[config.mk]
export PLATFORM = sky130hd
export DESIGN_NAME = tone_oscillator
export DESIGN_NICKNAME = d
export VERILOG_FILES = /design/src/rtl/tone_oscillator.sv
export SDC_FILE = /design/constraint.sdc
export NUM_CORES = 1
export LEC_CHECK = 0
export CORE_MARGIN = 2
export CORE_UTILIZATION = 41
export DETAILED_ROUTE_END_ITERATION = 16
export HOLD_SLACK_MARGIN = 0.03
export PLACE_DENSITY = 0.67
export SYNTH_ARGS = -nofsm -noshare
export SYNTH_HDL_FRONTEND = slang
export SYNTH_SLANG_ARGS = --single-unit
[constraint.sdc]
create_clock -name clk -period 3.1 [get_ports clk]
set_input_delay 0.465 -clock clk [delete_from_list [all_inputs] [get_ports clk]]
set_output_delay 0.465 -clock clk [all_outputs]
set_load 0.05 [all_outputs]
[src/rtl/tone_oscillator.sv]
// Per-voice tone oscillator: a 256-step phase accumulator that drives a square, saw, triangle
// or inverted-saw 8-bit sample. Define OSC_SYNC_EN to enable hard-sync on the sync input.
module tone_oscillator #(
    parameter int DIV_W  = 18,
    parameter int STEP_W = DIV_W - 8
) (
    input  logic             clk,
    input  logic             rst,
    input  logic             en,
    input  logic [DIV_W-1:0] divider,
    input  logic [1:0]       wave_sel,
    input  logic             sync,
    output logic [7:0]       sample,
    output logic             period_tick
);

    localparam logic [0:0] IDLE = 1'b0;
    localparam logic [0:0] RUN  = 1'b1;

    logic [0:0]        state;
    logic [DIV_W-1:0]  div_q;
    logic [STEP_W-1:0] cnt;
    logic [STEP_W-1:0] step_len;
    logic [7:0]        phase;
    logic [7:0]        wave;
    logic              step_done;

    // A zero step length would stall the phase, so it is clamped to one clock per step.
    assign step_len  = (div_q[DIV_W-1:8] == '0) ? STEP_W'(1) : div_q[DIV_W-1:8];
    assign step_done = (cnt == step_len - STEP_W'(1));

    // NOTE: every always_comb output gets a default first, so no path can infer a latch.
    always_comb begin
        wave = 8'h00;
        case (wave_sel)
            2'b00:   wave = phase[7] ? 8'hFF : 8'h00;
            2'b01:   wave = phase;
            2'b10:   wave = phase[7] ? ~{phase[6:0], 1'b0} : {phase[6:0], 1'b0};
            default: wave = ~phase;
        endcase
    end

    // NOTE: sequential state uses non-blocking assignments so every register samples
    // pre-edge values; blocking here would create order-dependent simulation races.
    always_ff @(posedge clk or posedge rst) begin
        if (rst) begin
            state       <= IDLE;
            div_q       <= '0;
            cnt         <= '0;
            phase       <= 8'h00;
            sample      <= 8'h00;
            period_tick <= 1'b0;
        end else begin
            period_tick <= 1'b0;
            case (state)
                IDLE: begin
                    cnt    <= '0;
                    phase  <= 8'h00;
                    sample <= 8'h00;
                    if (en) begin
                        state <= RUN;
                        div_q <= divider;
                    end
                end
                default: begin
                    if (!en) begin
                        // Gate-off beats a coincident wrap, so no tick is emitted.
                        state  <= IDLE;
                        cnt    <= '0;
                        phase  <= 8'h00;
                        sample <= 8'h00;
                    end else begin
                        sample <= wave;
`ifdef OSC_SYNC_EN
                        if (sync) begin
                            cnt   <= '0;
                            phase <= 8'h00;
                            div_q <= divider;
                        end else
`endif
                        if (step_done) begin
                            cnt   <= '0;
                            phase <= phase + 8'd1;
                            // Pitch changes take effect only at the wrap to stay glitch-free.
                            if (phase == 8'hFF) begin
                                div_q       <= divider;
                                period_tick <= 1'b1;
                            end
                        end else begin
                            cnt <= cnt + STEP_W'(1);
                        end
                    end
                end
            endcase
        end
    end

    // The low divider bits are truncated by design; sync is inert without OSC_SYNC_EN.
`ifdef OSC_SYNC_EN
    logic unused_bits;
    assign unused_bits = ^div_q[7:0];
`else
    logic unused_bits;
    assign unused_bits = ^{div_q[7:0], sync};
`endif

endmodule

==> metrics.md, run 1 <==
| Metric | Value |
|---|---|
| Pin count of the biggest net entering global routing | 39 |
| Die Footprint | 5890 um2 |
| Main combinational cell family by area after synthesis | simple AND/OR/NAND/NOR gates |
| Sequential area share after synthesis | 43.83% |
| Post-synthesis share of cell area spent on xor and xnor gates | 13.73% |
| Sort of element at the end of the critical path | flip-flop |
| Average wire per standard cell | 13.42 um |
| Ratio of final minimum period to clock period | 97.12% |
| Number of cell rows | 26 |
| Number of sinks handled by clock tree synthesis | 38 |
| Count of endpoints failing hold in the final timing report | 0 |
| Layout net count | 289 |
| Most common cell after layout, fill and taps aside | dfrtp_1 |
| Share of power burned in combinational logic | 22.1% |
| Required time worst endpoint | 3.28 ns |
| Number of search-and-repair iterations in the first detailed-routing pass | 4 |
| Number of antenna violations at the first check in global routing | 0 |
| Post-synthesis instance area | 2170 um2 |
| Layout-stage area growth over the synthesis result | 26.70% |
| Syn Area/Cell | 9.998 um2 |
| Switching power summed over all nets | 330.6 uW |
| Final-report setup violation count | 0 |
| Share of cells above drive strength 1 | 17.18% |
| Overall fraction of global-route tracks in use | 16.34% |
| CP max FO | 10 |
| Die W | 76.75 um |
| Max-capacitance violation count | 0 |
| Total CTS buffers | 5 |
| Skew-Pair Late Insertion Delay | 0.30 ns |
| Warnings from Yosys | 0 |
| Library cells used by synthesis | 39 |
| Adder-cell area share of the yosys netlist | 2.307% |
| Number of cells on the worst reg-to-reg path | 11 |
| Number of hold buffers added after CTS | 0 |
| Leading cell types in the layout, fill and taps excluded | dfrtp_1 (37), nor2_1 (26), xnor2_1 (26), clkdlybuf4s50_1 (23), buf_4 (18) |
| Maximum frequency from static timing analysis | 0.3321 GHz |
| Initial DRC Count | 56 |
| Internal portion of total power | 833.2 uW |
| Startpoint class of the critical path | flip-flop |
| Setup slack, reg-to-reg | 0.09 ns |
| Category of the most critical setup path | flip-flop to flip-flop |
| Outcome | complete, no violations |
| Path class of the lowest-slack min-delay path | input pin to async pin |
| Via total after detailed routing | 1705 |
| Number of levels the H-tree was split into | 2 |
| Final Max Tran Viols | 0 |
| CTS tree | yes |
| Slew at the pin closest to its max-slew limit | 0.6104 ns |
| DP HPWL | 3.196 mm |
| Post-Route Hold Slack | 0.5831 ns |
| Register bit count reported by yosys | 38 |
| Setup repair after global routing missed its margin | yes |
| Switching portion of total power | 28.41% |
| Maximum VDD drop | 0.1978 mV |
| Area of the core region | 5107 um2 |
| Post-Route Skew | 0.008586 ns |
| Clock root buffer | clkbuf_8 |
| Clock Pin Slew Worst Setup and Hold Paths | 0.08 ns |
| Clock Path Buffers | 2 |
| Post-route DRC | 0 |
| Number of diodes added for antenna fixing | 0 |
| CP endpoint | div_q[14] |
| Final critical path time including I/O delays and setup | 3.011 ns |
| Die span in y | 76.75 um |
| Endpoint of the most critical register-to-register path | div_q[14] |
| Total length of routed wires | 4.454 mm |
| Effective utilization at floorplan | 42.48% |
| Areal power density over the cells | 423.4 nW/um2 |
| Simple-gate share of the synthesized area | 18.86% |
| Relative slew slack | 59.18% |
| Via count of the first global-routing pass | 1749 |
| Clk pwr share | 31.2% |
| ANT nets after route | 0 |
| Source of the worst register-to-register timing path | div_q[12] |
| Final core utilization | 53.82% |
| Global-route wire length before repair | 7.665 mm |
| Boundary pin count | 33 |
| Sequential power share | 46.7% |
| Synth Net Count | 245 |
| Mean number of vias per cell | 5.136 |
| Sum of overflow across all layers after global routing | 0 |
| Number of input and output port buffers inserted | 23 |
| Post-synthesis compound-gate area fraction | 11.76% |
| Crit path launch | div_q[12] |
| Final RePlAce weighted congestion | 0.8303 |
| Arr. time, crit path | 3.19 ns |
| Multiplexer share of the synthesized area | 6.920% |
| Static leakage power | 1.117 nW |
| Mapped Cells | 217 |
timing repair:
action,CTS,global route
setup endpoints to repair,0,13
buffers inserted,0,1
resized for setup,0,3
sequential cells by signal (all words and copies together) (netlist names):
name	cells
cnt	10
div_q	10
phase	8
sample	8
period_tick	1
state	1
stage by stage:
step	total power [mW]	TNS [ns]	instance area, um2	setup slack, ns	cells
after floorplan	0.7028	0	2185	0.002836	217
after global placement	0.8016	0	2631	0.09789	323
after detailed placement	0.8052	0	2631	0.05326	323
after CTS	1.171	0	2726	0.02801	331
after global routing	1.225	-0.5381	2749	-0.06982	332
final	1.164	0	2749	0.08921	332
logic make-up (layout without fill, tap and decap cells):
kind of cell | after synthesis | count (layout)
adder cells (fa/ha/maj) | 4 | 4
buffers and inverters | 15 | 60
XOR/XNOR | 34 | 34
AO/OA/AOI/OAI | 34 | 34
flip-flops | 38 | 38
multiplexers | 10 | 10
AND/OR/NAND/NOR | 82 | 82
how the worst min path moves through the flow:
| stage | start | end | cells after the start |
|---|---|---|---|
| 2_1_floorplan | en | state | 0 |
| 5_1_grt | div_q[8] | div_q[8] | 1 |
| 6_report | rst | div_q[11] | 3 |
| 4_1_cts | cnt[0] | cnt[0] | 1 |
| 3_3_place_gp | cnt[0] | cnt[0] | 1 |
| 3_5_place_dp | cnt[0] | cnt[0] | 1 |
power groups by stage:
stage	registers [mW]	clock network, mW	logic [mW]
4_1_cts	0.541	0.374	0.256
3_5_place_dp	0.551	0	0.254
2_1_floorplan	0.574	0	0.129
3_3_place_gp	0.550	0	0.251
5_1_grt	0.548	0.397	0.280
6_report	0.544	0.363	0.257
cell type report:
class,count,area [um2]
Tap cell,70,87.58
Clock buffer,6,82.58
Timing Repair Buffer,42,385.4
Sequential cell,38,952.2
Inverter,10,37.54
Multi-Input combinational cell,164,1191
Clock inverter,2,12.51
Fill cell,462,2359
synth_stat cells, drive strengths merged:
library cell	number	area [um2]
dfrtp	38	950.9
nor2	26	97.59
xnor2	26	227.7
nand2	17	63.81
inv	10	37.54
mux2	10	150.1
nand3	9	45.04
a211oi	8	60.06
xor2	8	70.07
a21oi	6	30.03
nor2b	5	31.28
nor4	5	37.53
and3	4	25.02
clkbuf	4	15.01
ha	4	50.05
nor3	4	20.02
a21o	3	22.52
nand4	3	18.77
o211ai	3	22.52
o21ai	3	15.01
nand4b	2	17.52
o31ai	2	15.01
or2	2	15.02
or4	2	15.01
a2111o	1	11.26
a221oi	1	8.760
a22oi	1	7.510
a311o	1	10.01
a311oi	1	8.760
a31o	1	8.760
a31oi	1	6.260
and2	1	6.260
and4	1	8.760
buf	1	3.750
nor3b	1	7.510
o2111ai	1	8.760
o22ai	1	20.02
worst max-delay path, cell delays in order, from the launching register on:
cell	delay (ns)
dfrtp_1	0.41
nor4_4	0.35
a31oi_1	0.14
ha_1	0.33
xnor2_1	0.12
a221oi_1	0.21
o211ai_1	0.13
a2111o_1	0.33
or2_4	0.27
o22ai_4	0.13
buf_12	0.17
mux2_4	0.30
per-layer routing:
metal | track usage [%] | wire [um] | share of wire [%] | up-vias
met2 | 27.81 | 2204 | 49 | 32
li1 | - | - | - | 852
met4 | 8.545 | 79 | 1.8 | 0
met1 | 19.27 | 1983 | 45 | 814
met3 | 3.529 | 186 | 4.2 | 7
met5 | 0 | 0 | 0 | -
Note: power is estimated with default switching activity, not from simulation.
==> run 2: changes to the inputs <==
--- a/config.mk
+++ b/config.mk
@@ -7,8 +7,8 @@
 export LEC_CHECK = 0
 export CORE_MARGIN = 2
-export CORE_UTILIZATION = 41
+export CORE_UTILIZATION = 45
 export DETAILED_ROUTE_END_ITERATION = 16
 export HOLD_SLACK_MARGIN = 0.03
-export PLACE_DENSITY = 0.67
+export PLACE_DENSITY = 0.72
 export SYNTH_ARGS = -nofsm -noshare
 export SYNTH_HDL_FRONTEND = slang
==> constraint.sdc (replaced) <==
create_clock -name clk -period 3.1 [get_ports clk]
set_input_delay 0.62 -clock clk [delete_from_list [all_inputs] [get_ports clk]]
set_output_delay 0.62 -clock clk [all_outputs]
set_load 0.05 [all_outputs]
==> run 2 against run 1 <==
Clock power decreased by 12%. Clock skew down 0.0016 ns. Design area fell by 1.7%. Worst hold slack better by 0.011 ns. Flip-flop and latch count unchanged. Sequential share of layout area up 0.61 points. Total power fell by 4.0%. Highest routed layer unchanged. Worst setup slack gained 0.0031 ns. Critical endpoint is now div_q[10]. Via count shrank 1.8%. Core utilization up 3.8 points.
==> metrics.md, run 2 (synthesis results as in run 1) <==
| Metric | Value |
|---|---|
| Outcome | complete, no violations |
| Sum of overflow across all layers after global routing | 0 (unchanged) |
| Maximum frequency from static timing analysis | 0.3325 GHz (+0.10%) |
| Number of search-and-repair iterations in the first detailed-routing pass | 4 (unchanged) |
| Area of the core region | 4692 um2 (-8.1%) |
| Post-route DRC | 0 (unchanged) |
| Sequential power share | 48.7% (+2.0 points) |
| Number of stages on the worst hold path | 1 |
| Static leakage power | 1.098 nW (-1.7%) |
| Number of levels the H-tree was split into | 2 (unchanged) |
| Via count of the first global-routing pass | 1715 (-1.9%) |
| Final RePlAce weighted congestion | 0.8771 (+5.6%) |
| Maximum VDD drop | 0.1630 mV (-18%) |
| Setup repair after global routing missed its margin | yes |
| Source of the worst register-to-register timing path | div_q[15] |
| Arr. time, crit path | 3.18 ns (about the same) |
| Post-Route Skew | 0.006938 ns (-0.001648 ns) |
| CTS tree | yes |
| Total length of routed wires | 4.317 mm (-3.1%) |
| Category of the most critical setup path | flip-flop to flip-flop |
| Crit-path leading delay family | compound AO/OA/AOI/OAI gates |
| Number of sinks handled by clock tree synthesis | 38 (unchanged) |
| Total CTS buffers | 5 (unchanged) |
| Hold Path Origin | div_q[8] |
| Critical Path Slowest Stage Cell | dfrtp_1 |
| Number of cells on the worst reg-to-reg path | 11 (unchanged) |
| WHS Endpoint | div_q[8] |
| Number of setup buffers added after CTS | 0 (unchanged) |
| Max-capacitance violation count | 0 (unchanged) |
| Relative slew slack | 56.57% (-2.6 points) |
| Layout-stage area growth over the synthesis result | 24.51% |
| Slew at the pin closest to its max-slew limit | 0.6494 ns (+0.03908 ns) |
| ANT nets after route | 0 (unchanged) |
| Areal power density over the cells | 413.6 nW/um2 (-2.3%) |
| Global-route wire length before repair | 7.631 mm (-0.44%) |
| DP HPWL | 3.160 mm (-1.1%) |
| Final critical path time including I/O delays and setup | 3.008 ns (-0.003054 ns) |
| Leading cell types in the layout, fill and taps excluded | dfrtp_1 (37), nor2_1 (26), xnor2_1 (26), clkdlybuf4s50_1 (23), nand2_1 (17) |
| Endpoint of the most critical register-to-register path | div_q[10] |
| Sort of element at the end of the critical path | flip-flop |
| Path class of the lowest-slack min-delay path | flip-flop to flip-flop |
| CP max FO | 10 (unchanged) |
| Initial DRC Count | 65 (+16%) |
| Die Footprint | 5393 um2 (-8.4%) |
| Most common cell after layout, fill and taps aside | dfrtp_1 |
| Mean number of vias per cell | 5.348 (+4.1%) |
| Number of diodes added for antenna fixing | 0 (unchanged) |
| Final Max Tran Viols | 0 (unchanged) |
| Number of hold buffers added after CTS | 0 (unchanged) |
| Pin count of the biggest net entering global routing | 39 (unchanged) |
| Layout net count | 287 (-0.69%) |
| Switching power summed over all nets | 310.8 uW (-6.0%) |
| Clock Path Buffers | 2 (unchanged) |
| Ratio of final minimum period to clock period | 97.02% (-0.099 points) |
| Overall fraction of global-route tracks in use | 18.38% (+2.0 points) |
| Largest regs | cnt (10), div_q (10) |
| Skew-Pair Late Insertion Delay | 0.29 ns (about the same) |
| Internal portion of total power | 806.4 uW (-3.2%) |
| Switching portion of total power | 27.82% (-0.59 points) |
| Number of cell rows | 25 (-3.8%) |
| Via total after detailed routing | 1674 (-1.8%) |
| Placed cell count | 306 (-5.3%) |
| Required time worst endpoint | 3.28 ns (about the same) |
| Share of power burned in combinational logic | 22.7% (+0.6 points) |
| Setup slack, reg-to-reg | 0.09 ns (about the same) |
| Startpoint class of the critical path | flip-flop |
| Die span in y | 73.44 um (-4.3%) |
| Buf+Inv Stages, Crit Path | 1 (unchanged) |
| Die W | 73.44 um (-4.3%) |
| Number of fill cells | 404 (-13%) |
| Stage delay of the slowest cell on the critical path | 0.41 ns (about the same) |
| Effective utilization at floorplan | 46.24% (+3.8 points) |
| Average wire per standard cell | 13.79 um (+2.8%) |
| Boundary pin count | 33 (unchanged) |
| Count of endpoints failing hold in the final timing report | 0 (unchanged) |
| Critical path cell sequence | nor4_4, a31oi_1, ha_1, xnor2_1, a221oi_1, o211ai_1, a2111o_1, or2_4, o22ai_4, buf_12, mux2_4 |
| Cts repair resizes | 0 (unchanged) |
| Number of antenna violations at the first check in global routing | 0 (unchanged) |
| Final std cells w/o fill | 313 (-5.7%) |
| Share of cells above drive strength 1 | 15.83% (-1.3 points) |
| Final core utilization | 57.57% (+3.8 points) |
| Clock root buffer | clkbuf_8 |
| Number of input and output port buffers inserted | 23 (unchanged) |
| Final-report setup violation count | 0 (unchanged) |
| Clock Pin Slew Worst Setup and Hold Paths | 0.07 ns (about the same) |
| Clk pwr share | 28.6% (-2.6 points) |
==> run 2: layer usage <==
layer  wire length (um)  vias to the layer above  global-route usage (%)  part of all wire, %
met5                  0                        -                       0                    0
met4                 60                        0                   6.869                  1.4
met3                128                        6                   4.390                  3.0
met2               2217                       17                   31.93                   51
met1               1910                      803                   22.02                   44
li1                   -                      848                       -                    -
==> run 2: final cells by class <==
class,count,area (um2),area share [%]
Sequential cell,38,952.2,35.25
Multi-Input combinational cell,164,1197,44.33
Timing Repair Buffer,40,370.4,13.71
Inverter,10,37.54,1.390
Clock buffer,7,76.32,2.825
Tap cell,54,67.56,2.501
==> run 2: power by group through the flow <==
stage	logic, mW	registers (mW)	clock network, mW
5_1_grt	0.278	0.547	0.351
3_5_place_dp	0.251	0.551	0
4_1_cts	0.253	0.541	0.330
2_1_floorplan	0.129	0.574	0
6_report	0.254	0.544	0.319
3_3_place_gp	0.248	0.550	0
==> run 2: stage by stage <==
stage | hold WS [ns] | setup WS [ns] | power [mW] | area, um2 | setup TNS [ns]
6_report | 0.5941 | 0.09227 | 1.117 | 2701 | 0
5_1_grt | 0.6142 | -0.04793 | 1.176 | 2701 | -0.4026
4_1_cts | 0.6039 | 0.05046 | 1.124 | 2680 | 0
3_5_place_dp | 0.5907 | 0.08404 | 0.8015 | 2604 | 0
3_3_place_gp | 0.5731 | 0.08674 | 0.7982 | 2604 | 0
2_1_floorplan | 0.5060 | 0.002836 | 0.7028 | 2185 | 0
==> run 2: worst max-delay path by stage <==
stage	start	depth (start not counted)	to	slack, ns
6_report	div_q[15]	11	div_q[10]	0.09
3_5_place_dp	div_q[8]	11	div_q[10]	0.08
5_1_grt	div_q[15]	11	div_q[9]	-0.05
4_1_cts	div_q[8]	11	div_q[14]	0.05
3_3_place_gp	div_q[8]	11	div_q[15]	0.09
2_1_floorplan	div_q[15]	10	div_q[12]	0.003
